`src/rtl/check_tracker.sv`:
```
// check_tracker: NUM_CH pending flags with round-robin dispatch of un-issued channels.
// Optional per-channel timeout counters are built when CHECK_TIMEOUT_EN is defined.
module check_tracker #(
  parameter int NUM_CH = 4,
  parameter int CNT_W = 8,
  parameter int TIMEOUT = 200,
  localparam int ID_W = $clog2(NUM_CH)
) (
  input  logic                          clk,
  input  logic                          rst,
  input  logic [NUM_CH-1:0]             check_i,
  input  logic [NUM_CH-1:0]             done_i,
  output logic [NUM_CH-1:0]             check_o,
  output logic                          any_o,
  output logic [$clog2(NUM_CH+1)-1:0]   cnt_o,
  output logic                          sel_valid_o,
  output logic [ID_W-1:0]               sel_id_o,
  input  logic                          sel_ready_i,
  output logic [NUM_CH-1:0]             timeout_o
);
  logic [NUM_CH-1:0] issued, elig, grant, fresh, clr;
  logic [ID_W-1:0] ptr;
  logic hs;
  if (NUM_CH < 2 || TIMEOUT < 1 || TIMEOUT >= 2**CNT_W) begin : g_bad_cfg
    $error("check_tracker: illegal parameter combination");
  end
  function automatic logic [ID_W-1:0] rr_idx(input logic [ID_W-1:0] base, input int k);
    int s;
    s = int'(base) + k;
    return ID_W'(s >= NUM_CH ? s - NUM_CH : s);
  endfunction
  assign elig = check_o & ~issued;
  assign fresh = check_i & (~check_o | done_i);
  assign clr = fresh | (done_i & ~check_i);
  assign any_o = |check_o;
  assign hs = sel_valid_o & sel_ready_i;
  // Scan from the farthest offset down so the one nearest ptr wins.
  always_comb begin
    sel_valid_o = 1'b0;
    sel_id_o = '0;
    for (int k = NUM_CH - 1; k >= 0; k--)
      if (elig[rr_idx(ptr, k)]) begin
        sel_valid_o = 1'b1;
        sel_id_o = rr_idx(ptr, k);
      end
  end
  always_comb begin
    grant = '0;
    cnt_o = '0;
    for (int n = 0; n < NUM_CH; n++) begin
      grant[n] = hs && sel_id_o == ID_W'(n);
      cnt_o = cnt_o + $bits(cnt_o)'(check_o[n]);
    end
  end
  // Set wins over clear; a fresh arm drops any handshake landing in the same cycle.
  always_ff @(posedge clk)
    if (rst) begin
      check_o <= '0;
      issued <= '0;
      ptr <= '0;
    end else begin
      check_o <= check_i | (check_o & ~done_i);
      issued <= ~clr & (issued | grant);
      if (hs) ptr <= sel_id_o == ID_W'(NUM_CH - 1) ? '0 : sel_id_o + 1'b1;
    end
`ifdef CHECK_TIMEOUT_EN
  logic [CNT_W-1:0] cnt [NUM_CH];
  always_ff @(posedge clk)
    if (rst) begin
      timeout_o <= '0;
      for (int n = 0; n < NUM_CH; n++) cnt[n] <= '0;
    end else begin
      for (int n = 0; n < NUM_CH; n++)
        if (check_i[n] || done_i[n]) begin
          cnt[n] <= '0;
          timeout_o[n] <= 1'b0;
        end else if (check_o[n] && !timeout_o[n]) begin
          if (cnt[n] == CNT_W'(TIMEOUT - 1)) timeout_o[n] <= 1'b1;
          else cnt[n] <= cnt[n] + 1'b1;
        end
    end
`else
  assign timeout_o = '0;
`endif
endmodule
```
`config.mk`:
```
export PLATFORM = sky130hd
export DESIGN_NAME = check_tracker
export DESIGN_NICKNAME = d
export VERILOG_FILES = /design/src/rtl/check_tracker.sv
export SDC_FILE = /design/constraint.sdc
export NUM_CORES = 1
export LEC_CHECK = 0
export BUFFER_PORTS_ARGS = -buffer_cell sky130_fd_sc_hd__buf_2
export CORE_MARGIN = 1.5
export CORE_UTILIZATION = 45
export DETAILED_ROUTE_END_ITERATION = 7
export GPL_TIMING_DRIVEN = 1
export PLACE_DENSITY = 0.73
export SLEW_MARGIN = 20
export SYNTH_ARGS = -nofsm -noshare
export SYNTH_HDL_FRONTEND = slang
export SYNTH_SLANG_ARGS = --single-unit
```
`constraint.sdc`:
```
create_clock -name clk -period 1.85 [get_ports clk]
set_input_delay 0.0925 -clock clk [delete_from_list [all_inputs] [get_ports clk]]
set_output_delay 0.0925 -clock clk [all_outputs]
set_load 0.05 [all_outputs]
```
After elaboration in Yosys (flattened, before gate mapping)

Index checks and enable logic that the tools add are counted.

Bits of input ports: 11
Flip-flop bits (word level): 10
Output and inout port bits: 15

Eq/ne operators: 3
Order comparisons: 8
Reduce and logical (&&, ||, !) cells: 6
Bitwise gates (word level): 15
Add/sub/neg operators: 11
Multiplexer cells: 21

Operators by type and width:

| cell                                                                          | number |
|---|---|
| 4-bit AND                                                                     | 5 |
| 4-bit NOT                                                                     | 5 |
| 2-bit 2-to-1 mux                                                              | 9 |
| 4-bit bitwise OR                                                              | 4 |
| 2-bit by 3-bit less-than comparator with 1-bit output (second input constant) | 4 |
| 3-bit >= comparator (second input constant)                                   | 3 |
| 1-bit binary-select mux with 2-bit select                                     | 4 |
| 1-bit 2-to-1 mux                                                              | 8 |
| 2-bit by 1-bit subtractor with 2-bit output (second input constant)           | 4 |
| 2-bit by 2-bit adder with 3-bit output (second input constant)                | 2 |
| 2-bit == test (second input constant)                                         | 2 |
| 1-bit logical AND                                                             | 4 |
| 4-bit OR reduction                                                            | 1 |
| 2-bit by 1-bit adder with 3-bit output                                        | 1 |
| 2-bit by 1-bit adder with 3-bit output (second input constant)                | 1 |
| 3-bit by 1-bit adder with 3-bit output                                        | 1 |
| 2-bit by 3-bit >= comparator with 1-bit output (second input constant)        | 1 |
| 1-bit by 1-bit adder with 2-bit output                                        | 1 |
| 2-bit by 1-bit adder with 2-bit output (second input constant)                | 1 |
| 2-bit by 1-bit == test with 1-bit output (second input constant)              | 1 |
| 2-bit zero test                                                               | 1 |
| 1-bit AND                                                                     | 1 |

Logic depth before layout (Yosys ltp)

Gate-level depths: netlist of the first run.

Depth after elaboration: 13
Depth in mapped cells: 7
Depth with buffers taken out: 7

Worst setup path after synthesis of the first run

No wires, ideal clock.

Path type: register to output
Start: reg check_o[0]
End: out cnt_o[1]
Cell stages (with the launch flop): 6
Path buffers: 0
Slack: -0.446 ns
Data arrival time: 2.204 ns
Cells stage by stage: dfxtp_1 inv_1 fa_1 inv_1 ha_1 ha_1

Longest elaborated chain between the ends: 3

RTL lines:

| what                                   | RTL line | RTL |
|---|---|---|
| start: declaration                     | 13       | `output logic [NUM_CH-1:0] check_o,` |
| start signal: assignment               | 62       | `check_o <= check_i \| (check_o & ~done_i);` |
| 1-bit by 1-bit adder with 2-bit output | 52       | `cnt_o = cnt_o + $bits(cnt_o)'(check_o[n]);` |
| 2-bit by 1-bit adder with 3-bit output | 52       |  |
| 3-bit by 1-bit adder with 3-bit output | 52       |  |
| end: declaration                       | 15       | `output logic [$clog2(NUM_CH+1)-1:0] cnt_o,` |

Every way passes these cells.

Worst setup path after layout of the first run

Start: reg check_o[1]
End: out cnt_o[1]

Same word-level chain as after synthesis.

==> results of run 1 <==
## power groups by stage
stage	Combinational, mW	Clock, mW	Sequential, mW
finish	0.359	0.206	0.245
global route	0.383	0.230	0.247
CTS	0.326	0.207	0.242
detailed placement	0.287	0	0.249
global placement	0.278	0	0.247
floorplan	0.221	0	0.265
## registers in the layout, summed over array words and instances (netlist names)
| name | flops |
|---|---|
| check_o | 4 |
| issued | 4 |
| ptr | 2 |
## what timing repair did
item / CTS / global route
endpoints found under the setup margin: 4 / 10
resized for setup: 13 / 15
buffers inserted: 2 / 2
hold buffers: 2 / 1
pin swaps: 3 / 2
hold endpoints to repair: 2 / 1
## metal layers
metal / global-route usage, % / up-vias / routed length (um)
met5: 0 / - / 0
met2: 34.8 / 20 / 879
met4: 5.45 / 0 / 35
met3: 7.66 / 5 / 95
met1: 22.0 / 285 / 684
li1: - / 311 / -
## through the flow
step	cells	hold slack [ns]	setup WS (ns)
6_report	123	-0.000521	-0.0819
5_1_grt	123	-0.00427	-0.154
4_1_cts	120	0.00105	-0.0814
3_5_place_dp	112	0.281	0.00315
3_3_place_gp	112	0.272	0.0743
2_1_floorplan	78	0.161	-0.0152
## layout by cell type (no fill, tap or decap), types with 2 or more instances in the layout
cell and n:
inv_2 3, o21a_1 2, dlygate4sd3_1 3, conb_1 4, a2111oi_2 3, dfxtp_2 2
nand2b_1 2, inv_1 8, clkbuf_4 3, buf_6 2, buf_2 17, ha_4 4
nand2b_4 2, a21oi_1 4, nor2_1 8, buf_4 5, dfxtp_1 5, dfxtp_4 3
ha_1 3, a21oi_2 3, buf_8 3
## logic make-up after synthesis
logic type,after synthesis,synth area share [%]
simple gates,17,14.5
buf+inv,17,11.0
flops,10,27.9
compound gates,20,28.2
other cells,1,0.522
mux,2,2.96
fa+ha+maj,8,15.0
## worst max path at each step
stage	start	end	slack, ns	cells past startpoint
after global routing	check_o[3]	cnt_o[1]	-0.15	6
after detailed placement	ptr[1]	issued[2]	0.003	6
after CTS	check_o[1]	cnt_o[1]	-0.08	6
final	check_o[1]	cnt_o[1]	-0.08	6
after floorplan	check_o[0]	issued[3]	-0.02	7
after global placement	check_o[0]	cnt_o[1]	0.07	6
## area by class of cell
class,count,area share [%]
sequential,10,19.9
clock buffer,4,3.38
multi-input combinational,51,49.9
timing repair buffer,30,20.5
inverter,12,4.42
tap,16,1.86
## worst max-delay path, stage by stage, from the launching register on
cell	delay, ns
dfxtp_4	0.37
inv_4	0.04
fa_1	0.54
inv_2	0.05
ha_4	0.16
ha_4	0.27
buf_8	0.14
==> results.cfg, run 1 <==
[clocking]
clk-insertion-delay-late_ns = 0.28
clockBufferDepth = 2
numCtsBuffers = 3
cts_sinks = 10
cts_tree = done
path_clk_slew_ns = 0.07
root_buffer = clkbuf_4
htree_levels = 1

[synthesis]
async_reset_ff_share_pct = 0
synthCells = 75
synth_flop_cell = dfxtp_1
synth.distinct_cells = 27
syn_area_um2 = 718
synth.area.top_cells = dfxtp_1, ha_1, a2111oi_2, inv_1, a21oi_2
synth_seq_area_share_pct = 27.9
ys_seq_elements = 10
synth_top_area_share_pct = 27.9
synth_edf_count = 0
synth.most_common_cell = inv_1
yosysWarnings = 0
ys_top_cells_by_count = inv_1, dfxtp_1, nor2_1
synth_area_leader_cell = dfxtp_1
avgSynthCellArea_um2 = 9.58

[final_layout]
diodes = 0
fin_area_um2 = 1070
areaGrowthSynthToFinish_pct = 49.7
n_fill_cell = 114
final-seq-area_um2 = 214
multiInputGateArea_um2 = 537
final_core_util_pct = 71.3
fin_nets = 127
drive_gt1_share_pct = 57.0

[floorplan]
die_h_um = 43.0
rows = 14
dieArea_um2 = 1840
core_area_um2 = 1510
start_util_pct = 47.7
ios = 26
fp.dieW_um = 43.0

[global_routing]
grt_max_degree = 11
antenna_found_initial = 0
track_usage_pct = 19.8
grt_pass1_vias = 559
grt_pass1_wl_um = 2590
overflow = 0

[setup_path]
required_ns = 1.76
start_kind = flip-flop
arrival_ns = 1.84
r2r.worst_path.cells = 8
path_class = reg -> out
r2r_end = issued[2]
critPathCaptureType = primary output
r2r-start = check_o[0]
r2r_slack_ns = 0.04
cp_max_fo = 3

[sta]
fin_ws_ns = -0.0819
max_freq_ghz = 0.518
clock_skew_ns = 0.00346
rsz0062_at_grt = yes
setup_viol = 1
hold_viol = 1
period_minus_slack_ns = 1.93
period_share_pct = 104
slew_violations = 0
finalSetupTns_ns = -0.0819
hold_slack_ns = -0.000521

[hold_path]
min_path_type = in -> reg
hp-start = done_i[1]
min_to = issued[1]
whs_path_depth = 2

[power]
pwr-share-comb_pct = 44.3
p_switching_mw = 0.325
p_leak_nw = 0.463
power_mw = 0.810
ir_worst_vdd_mv = 0.534
p_sw_share_pct = 40.2
p_int_mw = 0.484
power_density_nw_per_um2 = 753
p_seq_share_pct = 30.2
p_clk_share_pct = 25.5

[placement]
place_hpwl_um = 1270
port_buffers = 21
gp_congestion = 0.731
placed_cell_area_um2 = 867

[drt]
drt_first_pass_iters = 4
wl_per_cell_um = 13.8
detail_route.vias_per_cell = 5.05
vias = 621
routed_wl_um = 1700
drt_iter0_drc = 3
ant_nets = 0
drc = 0

[run_status]
status = complete, but fails checks
failed_checks = negative hold slack, negative setup slack

[flow_run]
max_cap_viol_count = 0
No activity file was read; power rests on OpenSTA's default activity.
==> inputs of run 2 (changes only) <==
==> constraint.sdc (replaced) <==
create_clock -name clk -period 2.3 [get_ports clk]
set_input_delay 0.115 -clock clk [delete_from_list [all_inputs] [get_ports clk]]
set_output_delay 0.115 -clock clk [all_outputs]
set_load 0.05 [all_outputs]
==> results.cfg, run 2 (synthesis results as in run 1) <==
[global_routing]
grt_pass1_wl_um = 2170
antenna_found_initial = 0
met3_usage_pct = 7.66
grt_most_used_layer = met2
grtUsageMet1_pct = 19.8
grt_max_degree = 11
overflow = 0
grt_util_met2_pct = 24.8
grt_pass1_vias = 493
track_usage_pct = 16.4

[flow_run]
max_cap_viol_count = 0

[sta]
clock_skew_ns = 0.00630
finalSetupTns_ns = 0
setup_viol = 0
slew_violations = 0
hold_viol = 0
hold_slack_ns = 0.0173
period_minus_slack_ns = 2.14
period_share_pct = 93.2
rsz0062_at_grt = no
max_freq_ghz = 0.466

[clocking]
path_clk_slew_ns = 0.07
cts_resized = 0
cts_tree = done
htree_levels = 1
hold_buffers = 0
postCtsSetupRepairBufs = 0
clockBufferDepth = 2
clk-insertion-delay-late_ns = 0.28
numCtsBuffers = 3
cts_sinks = 10
root_buffer = clkbuf_4

[setup_path]
cp_max_fo = 5
critPathCaptureType = primary output
required_ns = 2.18
path_class = reg -> out
start_kind = flip-flop
arrival_ns = 2.03

[final_layout]
n_fill_cell = 151
drive_gt1_share_pct = 41.0
diodes = 0
reg_top3 = check_o: 4 flops, issued: 4 flops, ptr: 2 flops
mostFrequentLayoutCell = buf_2
fin_nets = 120
final_cell_mix = buf_2, inv_1, dfxtp_1
stdcell_count = 116
areaGrowthSynthToFinish_pct = 22.3

[drt]
wl_per_cell_um = 11.1
drt_iter0_drc = 3
routed_wl_um = 1290
ant_nets = 0
drt_first_pass_iters = 4
vias = 581
drc = 0
detail_route.vias_per_cell = 5.01

[floorplan]
ios = 26
die_h_um = 43.0
core_area_um2 = 1510
dieArea_um2 = 1840
start_util_pct = 47.7
rows = 14
fp.dieW_um = 43.0

[placement]
gp_congestion = 0.757
placed_cells = 110
place_hpwl_um = 992
port_buffers = 21

[power]
ir_worst_vdd_mv = 0.428
power_density_nw_per_um2 = 657
p_leak_nw = 0.423

[run_status]
status = finished clean

[hold_path]
min_path_type = in -> reg
[run 2: final timing paths]
path	from	to	slack, ns	cells after the start
setup / recovery	check_o[0]	cnt_o[1]	0.16	6
hold / removal	done_i[3]	issued[3]	0.02	2
setup reg to reg	check_o[2]	issued[0]	0.48	7
hold reg to reg	issued[2]	issued[2]	0.53	2
[run 2: metal layers]
| layer | wire, um | vias up |
|---|---|---|
| met3 | 81 | 4 |
| met5 | 0 | - |
| met1 | 563 | 261 |
| met2 | 623 | 18 |
| li1 | - | 298 |
| met4 | 19 | 0 |
[run 2: per-stage QoR]
stage	util [%]	power (mW)	setup slack, ns	cell area [um^2]
2_1_floorplan	-	0.380	0.0417	731
3_3_place_gp	54.6	0.413	0.475	822
3_5_place_dp	54.6	0.416	0.441	822
4_1_cts	57.0	0.584	0.127	858
5_1_grt	58.3	0.615	0.0291	878
6_report	58.3	0.577	0.156	878
[run 2: cell type report]
class                   instances  area, um^2  area share, %
clock buffers                   4        36.3           4.13
multi-input cells              51         450           51.3
inverters                      12        45.0           5.13
flip-flops and latches         10         201           22.9
well taps                      16        20.0           2.28
repair buffers                 23         125           14.2
[run 2: worst max-delay path, stage by stage (launching register included)]
cell and delay, ns:
dfxtp_2 0.38, inv_1 0.11, fa_1 0.54, inv_1 0.04, ha_1 0.17, ha_1 0.26, buf_2 0.25
[run 2: where the power goes]
group	switching, mW	internal (mW)	total [mW]	leakage, nW
Sequential	0.0122	0.183	0.196	0.0825
Combinational	0.154	0.0637	0.218	0.320
Clock	0.0674	0.0964	0.164	0.0210
